**src/rtl/if_fetch_if.sv**
```systemverilog
// Instruction-memory handshake between the fetch stage and instruction memory.
// Single outstanding request; the ack may arrive in the same cycle as the request.
interface if_fetch_if;
  logic        inst_req_o;
  logic [31:0] inst_addr_o;
  logic        inst_ack_i;
  logic [31:0] inst_rdata_i;

  modport master (
    output inst_req_o,
    output inst_addr_o,
    input  inst_ack_i,
    input  inst_rdata_i
  );

  modport slave (
    input  inst_req_o,
    input  inst_addr_o,
    output inst_ack_i,
    output inst_rdata_i
  );
endinterface

```
**src/rtl/if_fetch.sv**
```systemverilog
// Instruction-fetch stage: PC generation, single-outstanding memory handshake,
// 2-entry fetch queue, branch redirect with one delay slot, exception flush.
module if_fetch #(
  parameter logic [31:0] RESET_PC = 32'h0000_0000
) (
  input  logic        clk,
  input  logic        rst,
  input  logic [5:0]  stall,
  input  logic        branch_flag_i,
  input  logic [31:0] branch_target_i,
  input  logic        flush,
  input  logic [31:0] new_pc,
  if_fetch_if.master  imem,
  output logic [31:0] if_pc,
  output logic [31:0] if_inst,
  output logic        stallreq_if
);

  logic [31:0] fetch_pc;
  logic [31:0] redir_pc;
  logic [31:0] drop_addr;
  logic [31:0] q_pc   [2];
  logic [31:0] q_inst [2];
  logic [1:0]  count;
  logic        req_busy;
  logic        drop;
  logic        ds_wait;

  logic        req;
  logic [31:0] req_addr;
  logic        ack;
  logic        consume;
  logic        br_take;
  logic        redirect;
  logic [31:0] redir_tgt;
  logic        latch_br;
  logic        push;
  logic        pop;

  logic unused_stall;
  assign unused_stall = ^{stall[5:3], stall[0]};

  // A request is only issued when a queue slot is free for its response.
  assign req      = !rst && (req_busy || (count != 2'd2));
  // While a discarded response is still owed, keep presenting its address.
  assign req_addr = drop ? drop_addr : fetch_pc;
  assign ack      = req && imem.inst_ack_i;
  assign consume  = (count != 2'd0) && !stall[1];
  assign br_take  = branch_flag_i && !stall[2];

  always_comb begin
    redirect  = 1'b0;
    redir_tgt = fetch_pc;
    latch_br  = 1'b0;
    if (flush) begin
      redirect  = 1'b1;
      redir_tgt = new_pc;
    end else if (ds_wait && consume) begin
      redirect  = 1'b1;
      redir_tgt = redir_pc;
    end else if (br_take && consume) begin
      redirect  = 1'b1;
      redir_tgt = branch_target_i;
    end else if (br_take && !ds_wait) begin
      latch_br  = 1'b1;
    end
  end

  // Flush leaves the head in place; it is discarded along with the rest.
  assign pop  = consume && !flush;
  assign push = ack && !drop && !redirect;

  always_ff @(posedge clk) begin
    if (rst) begin
      fetch_pc <= RESET_PC;
      count    <= 2'd0;
      req_busy <= 1'b0;
      drop     <= 1'b0;
      ds_wait  <= 1'b0;
    end else begin
      req_busy <= req && !imem.inst_ack_i;
      if (redirect) begin
        drop     <= req && !imem.inst_ack_i;
        fetch_pc <= redir_tgt;
        ds_wait  <= 1'b0;
        count    <= 2'd0;
      end else begin
        if (ack && drop) drop <= 1'b0;
        if (push) fetch_pc <= fetch_pc + 32'd4;
        if (latch_br) ds_wait <= 1'b1;
        case ({push, pop})
          2'b10:   count <= count + 2'd1;
          2'b01:   count <= count - 2'd1;
          default: count <= count;
        endcase
      end
    end
  end

  // Queue data and side registers carry no reset; count gates their visibility.
  always_ff @(posedge clk) begin
    if (latch_br) redir_pc <= branch_target_i;
    if (redirect) drop_addr <= req_addr;
    if (push) begin
      if (pop) begin
        if (count == 2'd2) begin
          q_pc[0]   <= q_pc[1];
          q_inst[0] <= q_inst[1];
          q_pc[1]   <= fetch_pc;
          q_inst[1] <= imem.inst_rdata_i;
        end else begin
          q_pc[0]   <= fetch_pc;
          q_inst[0] <= imem.inst_rdata_i;
        end
      end else if (count == 2'd0) begin
        q_pc[0]   <= fetch_pc;
        q_inst[0] <= imem.inst_rdata_i;
      end else begin
        q_pc[1]   <= fetch_pc;
        q_inst[1] <= imem.inst_rdata_i;
      end
    end else if (pop) begin
      q_pc[0]   <= q_pc[1];
      q_inst[0] <= q_inst[1];
    end
  end

  assign imem.inst_req_o  = req;
  assign imem.inst_addr_o = req_addr;

  assign if_pc       = (count != 2'd0) ? q_pc[0]   : 32'h0;
  assign if_inst     = (count != 2'd0) ? q_inst[0] : 32'h0;
  assign stallreq_if = !rst && (count == 2'd0);

endmodule

```
**src/flat_wrapper.sv**
```systemverilog
// flat-port wrapper written by rule: the top's interface ports become plain ports
module if_fetch_flat 
#(
  parameter logic [31:0] RESET_PC = 32'h0000_0000
)
  (clk, rst, stall, branch_flag_i, branch_target_i, flush, new_pc, if_pc, if_inst, stallreq_if, imem_inst_req_o, imem_inst_addr_o, imem_inst_ack_i, imem_inst_rdata_i);
  if_fetch_if imem_i ();
  input  logic clk;
  input  logic rst;
  input  logic [5:0] stall;
  input  logic branch_flag_i;
  input  logic [31:0] branch_target_i;
  input  logic flush;
  input  logic [31:0] new_pc;
  output logic [31:0] if_pc;
  output logic [31:0] if_inst;
  output logic stallreq_if;
  output wire logic [$bits(imem_i.inst_req_o)-1:0] imem_inst_req_o;
  output wire logic [$bits(imem_i.inst_addr_o)-1:0] imem_inst_addr_o;
  input wire logic [$bits(imem_i.inst_ack_i)-1:0] imem_inst_ack_i;
  input wire logic [$bits(imem_i.inst_rdata_i)-1:0] imem_inst_rdata_i;
  assign imem_inst_req_o = imem_i.inst_req_o;
  assign imem_inst_addr_o = imem_i.inst_addr_o;
  assign imem_i.inst_ack_i = imem_inst_ack_i;
  assign imem_i.inst_rdata_i = imem_inst_rdata_i;
  if_fetch #(.RESET_PC(RESET_PC)) u_core (.clk(clk), .rst(rst), .stall(stall), .branch_flag_i(branch_flag_i), .branch_target_i(branch_target_i), .flush(flush), .new_pc(new_pc), .imem(imem_i), .if_pc(if_pc), .if_inst(if_inst), .stallreq_if(stallreq_if));
endmodule
```
**config.mk**
```make
export PLATFORM = sky130hd
export DESIGN_NAME = if_fetch_flat
export DESIGN_NICKNAME = d
export VERILOG_FILES = /design/src/rtl/if_fetch_if.sv /design/src/rtl/if_fetch.sv /design/src/flat_wrapper.sv
export SDC_FILE = /design/constraint.sdc
export NUM_CORES = 1
export LEC_CHECK = 0
export ABC_AREA = 1
export CORE_AREA = 2 2 148 150
export DETAILED_ROUTE_END_ITERATION = 6
export DIE_AREA = 0 0 150 152
export HOLD_SLACK_MARGIN = 0.06
export PLACE_DENSITY_LB_ADDON = 0.1
export SLEW_MARGIN = 25
export SYNTH_ARGS = -nofsm -noshare
export SYNTH_HDL_FRONTEND = slang
export SYNTH_SLANG_ARGS = --single-unit
```
**constraint.sdc**
```tcl
create_clock -name clk -period 7.5 [get_ports clk]
set_input_delay 1.125 -clock clk [delete_from_list [all_inputs] [get_ports clk]]
set_output_delay 1.125 -clock clk [all_outputs]
set_load 0.02 [all_outputs]
```
Yosys cells after proc, flatten, opt, wreduce, memory -nomap -nowiden
Memories as Yosys holds them, arrays and structs flattened.
Cells that the tools add are included.
Widths: inputs -> output; s select.

operators by class
  mux-type cells = 45
  add/subtract/negate cells = 3
  equal/unequal tests = 5
  reductions and logical operators = 29
  bitwise operators = 8

operators with widths
  kind                   count
  $mux 32                16
  $add 32x3->32 const B  1
  $mux 1                 28
  $logic_and 1x1->1      13
  $logic_not 1->1        8
  $or 1x1->1             8
  $reduce_bool 2->1      4
  $eq 2x2->1 const B     2
  $ne 4x4->1 const B     1
  $pmux 2 s2             1
  $add 2x1->2 const B    1
  $eq 2x1->1 const B     1
  $logic_not 2->1        1
  $ne 2x2->1 const B     1
  $reduce_and 2->1       1
  $reduce_or 2->1        1
  $sub 2x1->2 const B    1
  $logic_or 1x1->1       1

word-level totals
  register bits after elaboration = 101
  logic and storage cells = 99
  RAM bits = 128
  input port bits = 107
  memories = 2

memories
  memory         depth  bits a word  read ports  clocked after Yosys merged registers in  wr ports  RTL line        source
  u_core.q_inst  2      32           2           0                                        2         if_fetch.sv:23  logic [31:0] q_inst [2];
  u_core.q_pc    2      32           2           0                                        2         if_fetch.sv:22  logic [31:0] q_pc [2];

Longest topological paths before layout
  depth after elaboration = 13
  gate-level depth with buffers = 13

Least setup slack after synthesis
OpenSTA, ideal clock, no wires.

  path type = input to register
  start point = input rst
  end point = memory u_core.q_inst[1][0] (enable)
  buffers on the path = 0
  arrival = 6.333 ns
  setup time = 0.574 ns
  required time = 6.926 ns
  stages on the path = 7
  path slack = 0.593 ns
  path through = inv_1 nand2_1 inv_2 nand3_4 nor2_8 nand2_2 o21ai_0

RTL lines
  item                RTL line           source
  start: declaration  flat_wrapper.sv:9  input logic rst;
  end: declaration    if_fetch.sv:23

==> run_results.csv <==
group,metric,value,unit
synthesis,muxShareOfSynthArea,0.181,%
power,finalPower,3.15,mW
routing,first_iter_violations,591,
synthesis,synthAdderAreaFrac,0.226,%
synthesis,synth_compound_area_share,5.32,%
timing,worst_slew_pin_slew,1.02,ns
worst_setup_path,cpPeakStageDelay,0.65,ns
synthesis,synth_simple_gate_area_share,26.7,%
final_layout,fill_cells,1818,
synthesis,netlist.top_cell.by_area,"edfxtp_1",
timing,max_freq,202,MHz
routing,vias,8999,
synthesis,netlist_top_cells_area,"edfxtp_1 (52%), nand2_1 (13%), nand3_1 (6.9%)",
clock_network,cts_inserted_buffers,24,
routing,met2_length,13.2,mm
worst_setup_path,path_cells,"clkdlybuf4s50_1 -> nor2_2 -> o21ai_2 -> nand2_4 -> nor2_8 -> inv_1 -> ha_1 -> inv_2 -> buf_4 -> nand3_4 -> buf_4",
timing,period_minus_slack,4.94,ns
worst_setup_path,crit_family,"buffers and inverters",
synthesis,synth-edff-count,192,
worst_setup_path,slowest_stage,"buf_4",
synthesis,synth_xor_area_share,0.554,%
clock_network,cts_tree,"yes",
global_route,grt_max_degree,66,
synthesis,yosysWarnings,0,
hold_path,whs_path_depth,0,
clock_network,ctsRootBufferMaster,"clkbuf_16",
clock_network,cts_setup_buffers,0,
synthesis,netlist_area,11100,um^2
timing,slew_viol_final,0,
worst_setup_path,r2r_end,"u_core.q_pc[0][16]",
clock_network,clk_latency,0.51,ns
final_layout,multi_input_area,3680,um^2
power,power_leakage,5.80,nW
final_layout,seqCellArea,6510,um^2
worst_setup_path,crit_arrival,5.07,ns
timing,setup_violations,0,
clock_network,cts_buffer_depth,3,
outcome,outcome,"complete, no violations",
clock_network,cts_resized,0,
worst_setup_path,reg2reg_from,"u_core.count[0]",
routing,dr.pass1.iters,6,
power,vdd_drop_max,146,uV
clock_network,htreeDepth,1,
final_layout,post-route-util,66.0,%
floorplan,die_h,152,um
floorplan,start_util,51.8,%
global_route,overflow,0,
placed_design,dp_hpwl,18.5,mm
power,p_per_area,223,nW/um^2
worst_setup_path,cp_max_fo,62,
clock_network,numClockSinks,229,
timing,min_period_over_period,65.9,%
routing,via_per_inst,5.15,
hold_path,hold_class,"reg -> reg",
routing,ant_nets,0,
worst_setup_path,required,7.63,ns
synthesis,synth_flop_cell,"edfxtp_1",
floorplan,num_rows,54,
clock_network,clk_pin_slew,0.06,ns
clock_network,ctsHoldBuffers,0,
global_route,grt_pass1_wl,44.7,mm
final_layout,layout-drive-gt1-share,4.98,%
worst_setup_path,rr_worst_depth,11,
worst_setup_path,end_kind,"flop",
worst_setup_path,criticalPathCategory,"in -> reg",
synthesis,syn_avg_cell_area,8.67,um^2
job,maxCapViolCount,0,
floorplan,dieWidth,150,um
floorplan,core_area,21400,um^2
final_layout,nNetsFinal,1558,
routing,drc,0,
synthesis,yosysSeqAreaShare,58.8,%
floorplan,ios,205,
synthesis,synthCells,1276,
synthesis,synth_cell_types,30,
global_route,antenna_found_initial,0,
final_layout,area_growth,27.4,%
synthesis,synth_top_family_by_area,"simple AND/OR/NAND/NOR gates",
synthesis,synth_top_area_share,52.1,%
worst_setup_path,crit_top_cell,"buf_4",
global_route,grt_use_total,24.6,%
placed_design,numPortBuffers,200,
timing,grt_setup_unrepaired,"no",
final_layout,antenna_cells,0,
routing,top_layer,"met4",
floorplan,fp.dieArea,22800,um^2
timing,slew_headroom,31.4,%
worst_setup_path,rrSetupSlack,3.12,ns
routing,drt-total-wl,27.9,mm
synthesis,async_reset_ff_share,0,%
worst_setup_path,cp_num_buf_inv,5,
hold_path,hold_end,"u_core.q_pc[1][1]",
routing,drt-met1-wl,11.9,mm
global_route,grt_pass1_vias,8616,
synthesis,syn_nets,1385,
timing,clock-skew-final,0.0136,ns
placed_design,place_congestion,0.899,
timing,timing.setup.tns,0,ns
worst_setup_path,cp-start-kind,"input pin",
routing,wl_met3,2.28,mm
synthesis,ys_ff_latch,229,
hold_path,worstHoldStart,"u_core.fetch_pc[1]",
routing,wl_per_cell,16.0,um
timing,hold_viol,0,
==> cell families after synthesis <==
| family | count (synthesis) |
|---|---|
| AO/OA/AOI/OAI | 112 |
| multiplexers | 2 |
| flip-flops | 229 |
| buffers and inverters | 212 |
| AND/OR/NAND/NOR | 712 |
| adder cells (fa/ha/maj) | 2 |
| XOR/XNOR | 7 |
==> per-stage QoR <==
| step | setup slack (ns) | cells | area, um^2 | hold slack (ns) |
|---|---|---|---|---|
| 6_report | 2.56 | 1747 | 14100 | 0.508 |
| 3_5_place_dp | 2.03 | 1702 | 13200 | 0.487 |
| 3_3_place_gp | 2.12 | 1702 | 13200 | 0.471 |
| 4_1_cts | 2.56 | 1746 | 14100 | 0.504 |
| 5_1_grt | 2.27 | 1747 | 14100 | 0.529 |
| 2_1_floorplan | 0.593 | 1276 | 11100 | 0.403 |
==> final cells by class <==
type                       instances  share of cell area, %
multi-input combinational        835                   26.2
sequential                       229                   46.2
clock buffer                      32                   4.77
timing repair buffer             209                   14.8
tap                              280                   2.49
clock inverter                    12                   1.55
inverter                         150                   4.00
==> registers in the layout, summed over array words and instances (netlist names), 2 cells and up <==
signal,cells
u_core.count,2
u_core.drop_addr,32
u_core.fetch_pc,32
u_core.q_inst,64
u_core.q_pc,64
u_core.redir_pc,32
==> worst max path at each step <==
stage	cells after the start	slack (ns)	startpoint	endpoint
final	11	2.56	stall[1]	u_core.q_pc[0][16]
after global routing	11	2.27	stall[1]	u_core.q_pc[0][16]
after CTS	11	2.56	stall[1]	u_core.q_pc[0][16]
after detailed placement	11	2.03	stall[1]	u_core.q_pc[0][11]
after global placement	11	2.12	stall[1]	u_core.q_inst[0][21]
after floorplan	7	0.59	rst	u_core.q_inst[1][0]
==> synth_stat cells, types with 5 or more instances <==
cell type / n
nand2_1: 374
edfxtp_1: 192
nor2_1: 166
nand3_1: 153
inv_1: 146
o21ai_0: 70
a21oi_1: 37
dfxtp_1: 37
clkbuf_1: 28
buf_6: 12
buf_1: 10
buf_2: 10
xor2_1: 7
nand2_2: 5
==> routing by layer <==
layer | vias up | GRT usage (%)
li1 | 4502 | -
met1 | 4105 | 34.1
met2 | 355 | 40.2
met3 | 37 | 4.20
met4 | 0 | 6.47
met5 | - | 0
==> power breakdown <==
part | internal (mW) | switching (mW)
clock | 0.838 | 0.487
combinational | 0.142 | 0.195
sequential | 1.44 | 0.0480
==> layout by cell type (no fill, tap or decap), types with 4 or more instances in the layout <==
cell type,n
dfxtp_1,36
edfxtp_1,192
o21ai_0,69
buf_4,8
inv_1,143
nand3_1,152
nand2_1,373
clkdlybuf4s50_1,200
nand2_2,6
a21oi_1,37
nor2_1,164
bufinv_16,6
clkbuf_1,5
clkbuf_16,25
xor2_1,7
nor2_2,4
inv_2,5
(Power assumes the default switching activity.)
